<file path="src/rtl/seq_divider_if.sv">
// Handshake and data bundle between the execute stage and the sequential divider.
interface seq_divider_if #(
  parameter int WIDTH = 32
);
  logic             start;
  logic [WIDTH-1:0] in1;
  logic [WIDTH-1:0] in2;
  logic [WIDTH-1:0] quotient;
  logic [WIDTH-1:0] remainder;
  logic             div_zero;
  logic             busy;
  logic             ready;

  // Pipeline side: issues requests and collects results.
  modport master (
    output start, in1, in2,
    input  quotient, remainder, div_zero, busy, ready
  );

  // Divider side.
  modport slave (
    input  start, in1, in2,
    output quotient, remainder, div_zero, busy, ready
  );
endinterface

</file>
<file path="src/rtl/seq_divider.sv">
// Multi-cycle signed divider: one restoring step per cycle on operand magnitudes,
// sign correction applied when the result is published in DONE.
module seq_divider #(
  parameter int WIDTH = 32
) (
  input  logic         clk,
  input  logic         rst,
  seq_divider_if.slave div
);

  localparam int CW = $clog2(WIDTH + 1);

  typedef enum logic [1:0] {IDLE, RUN, DONE} state_t;

  state_t           state_q;
  logic [WIDTH:0]   a_q;          // partial remainder, one guard bit for the trial subtract
  logic [WIDTH-1:0] q_q;          // dividend magnitude shifting out, quotient bits shifting in
  logic [WIDTH-1:0] d_q;          // divisor magnitude
  logic [CW-1:0]    count_q;
  logic             neg_quo_q;
  logic             neg_rem_q;
  logic             dz_q;         // divide-by-zero request; q_q then holds the raw dividend
  logic [WIDTH-1:0] quotient_q;
  logic [WIDTH-1:0] remainder_q;
  logic             div_zero_q;
  logic             busy_q;
  logic             ready_q;

  logic [WIDTH:0]   a_shift;
  logic [WIDTH:0]   trial;
  logic [WIDTH:0]   a_d;
  logic [WIDTH-1:0] q_d;
  logic [WIDTH-1:0] mag1;
  logic [WIDTH-1:0] mag2;

  // One restoring-division step and the operand magnitudes for a new request.
  // NOTE: every output gets a value on every path, so no latch can be inferred.
  always_comb begin
    a_shift = {a_q[WIDTH-1:0], q_q[WIDTH-1]};
    trial   = a_shift - {1'b0, d_q};
    a_d     = a_shift;
    q_d     = {q_q[WIDTH-2:0], 1'b0};
    if (!trial[WIDTH]) begin
      a_d = trial;
      q_d = {q_q[WIDTH-2:0], 1'b1};
    end
    // -2^(W-1) negates to itself, which read unsigned is the correct magnitude.
    mag1 = div.in1[WIDTH-1] ? -div.in1 : div.in1;
    mag2 = div.in2[WIDTH-1] ? -div.in2 : div.in2;
  end

  // Control FSM, datapath registers and registered outputs.
  // NOTE: sequential state uses non-blocking assignments so every register sees
  // pre-edge values regardless of statement order.
  always_ff @(posedge clk or posedge rst) begin
    if (rst) begin
      state_q     <= IDLE;
      a_q         <= '0;
      q_q         <= '0;
      d_q         <= '0;
      count_q     <= '0;
      neg_quo_q   <= 1'b0;
      neg_rem_q   <= 1'b0;
      dz_q        <= 1'b0;
      quotient_q  <= '0;
      remainder_q <= '0;
      div_zero_q  <= 1'b0;
      busy_q      <= 1'b0;
      ready_q     <= 1'b0;
    end else begin
      ready_q <= 1'b0;
      unique case (state_q)
        IDLE: begin
          if (div.start) begin
            a_q        <= '0;
            d_q        <= mag2;
            count_q    <= '0;
            neg_quo_q  <= div.in1[WIDTH-1] ^ div.in2[WIDTH-1];
            neg_rem_q  <= div.in1[WIDTH-1];
            div_zero_q <= 1'b0;
            if (div.in2 == '0) begin
              q_q     <= div.in1;
              dz_q    <= 1'b1;
              state_q <= DONE;
            end else begin
              q_q     <= mag1;
              dz_q    <= 1'b0;
              busy_q  <= 1'b1;
              state_q <= RUN;
            end
          end
        end
        RUN: begin
          a_q     <= a_d;
          q_q     <= q_d;
          count_q <= count_q + CW'(1);
          if (count_q == CW'(WIDTH - 1)) begin
            busy_q  <= 1'b0;
            state_q <= DONE;
          end
        end
        DONE: begin
          if (dz_q) begin
            quotient_q  <= '0;
            remainder_q <= q_q;
            div_zero_q  <= 1'b1;
          end else begin
            quotient_q  <= neg_quo_q ? -q_q : q_q;
            remainder_q <= neg_rem_q ? -a_q[WIDTH-1:0] : a_q[WIDTH-1:0];
            div_zero_q  <= 1'b0;
          end
          ready_q <= 1'b1;
          state_q <= IDLE;
        end
        default: state_q <= IDLE;
      endcase
    end
  end

  assign div.quotient  = quotient_q;
  assign div.remainder = remainder_q;
  assign div.div_zero  = div_zero_q;
  assign div.busy      = busy_q;
  assign div.ready     = ready_q;

endmodule

</file>
<file path="src/flat_wrapper.sv">
// flat-port wrapper written by rule: the top's interface ports become plain ports
module seq_divider_flat 
#(
  parameter int WIDTH = 32
)
  (clk, rst, div_start, div_in1, div_in2, div_quotient, div_remainder, div_div_zero, div_busy, div_ready);
  seq_divider_if #(.WIDTH(WIDTH)) div_i ();
  input  logic clk;
  input  logic rst;
  input wire logic [$bits(div_i.start)-1:0] div_start;
  input wire logic [$bits(div_i.in1)-1:0] div_in1;
  input wire logic [$bits(div_i.in2)-1:0] div_in2;
  output wire logic [$bits(div_i.quotient)-1:0] div_quotient;
  output wire logic [$bits(div_i.remainder)-1:0] div_remainder;
  output wire logic [$bits(div_i.div_zero)-1:0] div_div_zero;
  output wire logic [$bits(div_i.busy)-1:0] div_busy;
  output wire logic [$bits(div_i.ready)-1:0] div_ready;
  assign div_i.start = div_start;
  assign div_i.in1 = div_in1;
  assign div_i.in2 = div_in2;
  assign div_quotient = div_i.quotient;
  assign div_remainder = div_i.remainder;
  assign div_div_zero = div_i.div_zero;
  assign div_busy = div_i.busy;
  assign div_ready = div_i.ready;
  seq_divider #(.WIDTH(WIDTH)) u_core (.clk(clk), .rst(rst), .div(div_i));
endmodule
</file>
<file path="config.mk">
export PLATFORM = sky130hd
export DESIGN_NAME = seq_divider_flat
export DESIGN_NICKNAME = d
export VERILOG_FILES = /design/src/rtl/seq_divider_if.sv /design/src/rtl/seq_divider.sv /design/src/flat_wrapper.sv
export SDC_FILE = /design/constraint.sdc
export NUM_CORES = 1
export LEC_CHECK = 0
export BUFFER_PORTS_ARGS = -buffer_cell sky130_fd_sc_hd__buf_2
export CAP_MARGIN = 0
export CORE_MARGIN = 3
export CORE_UTILIZATION = 60
export DETAILED_ROUTE_END_ITERATION = 10
export PLACE_DENSITY_LB_ADDON = 0.3
export SLEW_MARGIN = 40
export SYNTH_ARGS = -nofsm -noshare
export SYNTH_HDL_FRONTEND = slang
export SYNTH_SLANG_ARGS = --single-unit
</file>
<file path="constraint.sdc">
create_clock -name clk -period 10.4 [get_ports clk]
set_input_delay 0.52 -clock clk [delete_from_list [all_inputs] [get_ports clk]]
set_output_delay 0.52 -clock clk [all_outputs]
set_load 0.02 [all_outputs]
</file>
Word level (Yosys, flattened, before mapping)

Index checks and enable logic that the tools add are counted.

Register bits after elaboration: 174
Bits in latches: 0
RAM bits: 0
Memory bits (read-only): 0
Input bits: 67
Output and inout port bits: 67
Word-level logic and storage cells: 63
Memories kept: 0

Add/sub/neg operators: 6
$mul: 0
Div/mod/pow operators: 0
Magnitude comparators: 0
Equal/unequal tests: 6
Shifts and indexed selects: 0
Muxes and demuxes: 28
Bitwise logic cells: 1
Reductions and logical operators: 9

Operators with widths:

| kind                  | number |
|---|---|
| $mux W32              | 10 |
| $neg A32 Y32          | 4 |
| $pmux W32 S2          | 2 |
| $sub A33 B32 Y33      | 1 |
| $logic_not A32 Y1     | 1 |
| $pmux W6 S2           | 1 |
| $mux W1               | 8 |
| $reduce_and A2 Y1     | 4 |
| $add A6 B1 Y6 const B | 1 |
| $eq A6 B5 Y1 const B  | 1 |
| $mux W2               | 3 |
| $mux W6               | 1 |
| $ne A2 B2 Y1 const B  | 2 |
| $pmux W1 S2           | 2 |
| $pmux W2 S2           | 1 |
| $reduce_and A4 Y1     | 1 |
| $reduce_bool A2 Y1    | 2 |
| $eq A2 B1 Y1 const B  | 1 |
| $eq A2 B2 Y1 const B  | 1 |
| $logic_not A2 Y1      | 1 |
| $ne A2 B1 Y1 const B  | 1 |
| $xor A1 B1 Y1         | 1 |

Longest topological paths before layout

Word-level depth: 5
Gate-level depth with buffers: 14

Worst setup path after synthesis

Ideal clock, no wire load.

Path kind: register to register
Start point: register u_core.q_q[31]
End point: register u_core.a_q[19]
Setup time: 0.134 ns
Arrival time: 3.157 ns
Required time: 10.266 ns
Setup slack: 7.109 ns
Cell stages (with the launch flop): 15
Buffers on the path: 2
Period minus slack after synthesis: 3.291 ns
Path through: dfrtp_1 -> inv_1 -> ha_1 -> fa_1 -> nand2b_1 -> a21o_1 -> a21oi_1 -> a31oi_1 -> o21ai_0 -> a21oi_1 -> xor2_1 -> clkbuf_1 -> buf_2 -> mux2i_1 -> o21ai_0

Longest elaborated chain between the ends: 3

RTL lines:

| item                     | RTL line          | source |
|---|---|---|
| start: declaration       | seq_divider.sv:17 | `logic [WIDTH-1:0] q_q;` |
| start signal: assignment | seq_divider.sv:82 | `q_q <= div.in1;` |
| start signal: assignment | seq_divider.sv:86 | `q_q <= mag1;` |
| start signal: assignment | seq_divider.sv:95 | `q_q <= q_d;` |
| $sub A33 B32 Y33         | seq_divider.sv:40 | `trial = a_shift - {1'b0, d_q};` |
| $mux W32                 | seq_divider.sv:43 | `if (!trial[WIDTH]) begin` |
| $pmux W32 S2             | seq_divider.sv:72 | `unique case (state_q)` |
| end signal: assignment   | seq_divider.sv:58 | `a_q <= '0;` |
| end signal: assignment   | seq_divider.sv:75 | `a_q <= '0;` |
| end signal: assignment   | seq_divider.sv:94 | `a_q <= a_d;` |
| end: declaration         | seq_divider.sv:16 | `logic [WIDTH:0] a_q;` |

No other way between the ends.
A chain may end at the register's enable or synchronous reset.

Worst setup path after layout

Same ends and word-level chain as after synthesis.

==> impl_results.md <==
* Global route overflow at 0
* Worst-skew pair later-pin latency at 0.44 ns
* Core footprint at 18,400 um^2
* Inst Count DP at 1,669
* CP Capture Type: flip-flop
* Syn Std Cell Area at 11,500 um^2
* End point of the critical path: u_core.a_q[19]
* Max IR drop VDD at 0.214 mV
* Fill cell count at 1,508
* Starting density of the core at 62.5%
* IO Pins at 134
* CTS tree: done
* Adder-Cell Fraction of Synth Area at about 4.2%
* Ratio of cells with drive above 1 in the final layout at 13.7%
* PD cells at 364 nW/um^2
* Syn_area_per_cell at 8.32 um^2
* Avg WL per Cell at 18.7 um
* Max-cap violations at 0
* I/O Buffers at around 130
* Global-route wire length before repair at about 51 mm
* #FFs+latches synth at 174
* Synth top area share at a little under two fifths
* Cell taking the most area after synthesis: dfrtp_1
* Clock root buffer: clkbuf_16
* Combinational family with the most area after synthesis: compound AO/OA/AOI/OAI gates
* Clock Sink Count at approximately 170
* Critical path class: flip-flop to flip-flop
* Top_reg_cell synth: dfrtp_1
* Fraction of registers with async set/reset at 100%
* Htree depth at 4
* Die Ht at 144 um
* Inserted Diodes at 0
* RSZ-0062 raised after global routing: no
* Reg2reg start: u_core.q_q[31]
* First-pass iteration count of the detailed router at 7
* Max Transition Viols Final at 0
* Via count at 10,600
* Number of global-route vias before repair at 9,739
* Fin crit share at 38.2%
* EDFF count, synth at 0
* RR Endpoint: u_core.a_q[19]
* Post-synthesis mux area share at 1.92%
* Worst hold path type: input pin to async pin
* Final WS setup at about 6.4 ns
* CTS Hold Bufs at 0
* Place WS at 6.56 ns
* DRC viols at 0
* Post-Syn Instances at 1,381
* Critical path data arrival time at roughly 4.3 ns
* Synth area leaders: dfrtp_1 (38%), o21ai_0 (7.8%), xor2_1 (7.7%)
* Min Tclk post-route at roughly 4.0 ns
* GR Util met1 at 42.3%
* Area of placed instances at 12,200 um^2
* Count of cell types in the netlist at 60
* Simple-gate share of the synthesized area at 17.0%
* Synth warn at 0
* Post-synthesis sequential area ratio at 37.9%
* Initial DRC count at 947
* Layout area overhead at 11.6%
* Met2 Use GR at 48.6%
* Largest net degree at the start of global routing at between 100 and 150
* Die area at between 20,000 and 25,000 um^2
* Max_slew headroom at 50.3%
* Crit. Startpoint: u_core.q_q[31]
* Setup Buffers After CTS at 0
* Post-route design area at about 13,000 um^2
* Clk buf depth at 2
* Routing usage on met3 at ~7.4%
* Worst-path clk slew at 0.07 ns
* Hpwl dp at 22.7 mm
* Resize count post-CTS at 0
* Max frequency at 252 MHz
* Outcome: completed
* CP Launch Type: flip-flop
* Lkg Pwr at 5.87 nW
* Xor-xnor portion of the synthesized cell area at between 10 and 15%
* GR peak layer: met2
* Fin. Hold Viols at 0
* Slew @ Worst Pin at 0.745 ns
* Vias per std cell at 6.21
* Skew final at 0.0107 ns
* Worst Reg-to-Reg Cells at 13
* Total global routing track utilization at 30.7%
* Post-Syn Nets at 1,486
* Nets at 1,564
* Total CTS buffers at 17
* Setup violators final at 0
* # rows at 49
* Post-synthesis compound-gate area fraction at a little under a quarter
* Pwr Total at around 4.7 mW
* RD Place Congestion at 0.998
* Initial antenna violation count at 0
* Maximum net fanout on the critical path at 36
* Routed Antenna Nets at 0
* R2r setup slk at 6.43 ns
* Final wirelength at 31.8 mm
* Die W at around 140 um
* Critical Path RT at 10.70 ns
* Setup TNS at 0 ns
* Final non-filler cell total at 1,701
## cells by family (layout without fill, tap and decap cells)
group	count (synthesis)	count (layout)
AOI/OAI and AO/OA	444	444
and+or+nand+nor	423	423
DFF	174	174
xor gates and xnor gates	144	144
buffers and inverters	136	227
adders and majority gates	38	38
muxes	22	22
## sequential cells by signal, indices dropped and copies added (netlist names), 2 cells and up
name                  count
u_core.a_q               32
u_core.count_q            6
u_core.d_q               32
u_core.div.quotient      32
u_core.div.remainder     32
u_core.q_q               32
u_core.state_q            2
## layout make-up
type / count / area, um^2 / share of cell area [%]
Tap cell: 229 / 287 / 2.23
Timing Repair Buffer: 142 / 741 / 5.78
Multi-Input combinational cell: 1071 / 6640 / 51.8
Clock inverter: 14 / 155 / 1.21
Sequential cell: 174 / 4360 / 34.0
Inverter: 53 / 206 / 1.61
Clock buffer: 18 / 439 / 3.42
## synth_stat cells (23+ instances only)
cell type	n
clkbuf_1	71
nor2_1	76
nand2_1	209
nand3_1	23
a22oi_1	24
xnor2_1	43
dfrtp_1	174
o21ai_0	180
or3_1	27
inv_1	53
a21oi_1	87
ha_1	37
xor2_1	101
o31ai_1	34
## power by group
part,switching [mW],internal [mW]
Sequential,0.393,0.976
Clock,0.291,0.365
Combinational,1.62,1.03
## how the worst min path moves through the flow
stage	start	to	slack [ns]	cells past startpoint
final	rst	u_core.d_q[8]	0.17	2
after global routing	rst	u_core.d_q[8]	0.23	2
after CTS	rst	u_core.d_q[9]	0.22	2
after detailed placement	u_core.div.remainder[0]	u_core.div.remainder[0]	0.46	2
after global placement	u_core.div.remainder[3]	u_core.div.remainder[3]	0.46	2
after floorplan	u_core.d_q[10]	u_core.d_q[10]	0.45	2
## layer usage
layer  vias up  routed length (um)
li1       5039                   -
met3        64                2600
met4         0                 733
met1      5033               13500
met2       434               14900
met5         -                   0
## through the flow
step           utilization [%]  hold slack, ns
6_report                  69.7           0.168
5_1_grt                   69.7           0.235
4_1_cts                   69.7           0.225
3_5_place_dp              66.5           0.464
3_3_place_gp              66.4           0.456
2_1_floorplan                -           0.450
## cell usage in the layout (no fill, tap or decap), types with 7 or more instances in the layout
| cell type | instances |
|---|---|
| o41ai_1 | 12 |
| inv_1 | 52 |
| o31ai_1 | 34 |
| nand2b_1 | 14 |
| dfrtp_1 | 172 |
| or3_1 | 27 |
| o21ai_1 | 19 |
| o311ai_0 | 11 |
| or4_1 | 14 |
| buf_4 | 7 |
| nand3_1 | 23 |
| ha_1 | 37 |
| a211oi_1 | 10 |
| nor3_1 | 12 |
| mux2i_1 | 22 |
| o21ai_0 | 180 |
| xnor2_1 | 43 |
| nor4_1 | 9 |
| clkbuf_16 | 17 |
| o22ai_1 | 8 |
| nor2_1 | 75 |
| nand2_1 | 206 |
| xor2_1 | 100 |
| a21oi_1 | 87 |
| nor2b_1 | 9 |
| buf_2 | 133 |
| a21o_1 | 14 |
| a22oi_1 | 24 |
## critical path, cell delays in order (launching register included)
cell,delay (ns)
dfrtp_1,0.39
inv_1,0.08
ha_1,0.21
fa_1,0.41
nand2b_1,0.19
a21o_1,0.19
a21oi_1,0.29
a31oi_1,0.22
o21ai_0,0.41
a21oi_1,0.25
xor2_4,0.41
buf_4,0.46
mux2i_1,0.23
o21ai_0,0.09
Note: power is estimated with default switching activity, not from simulation.
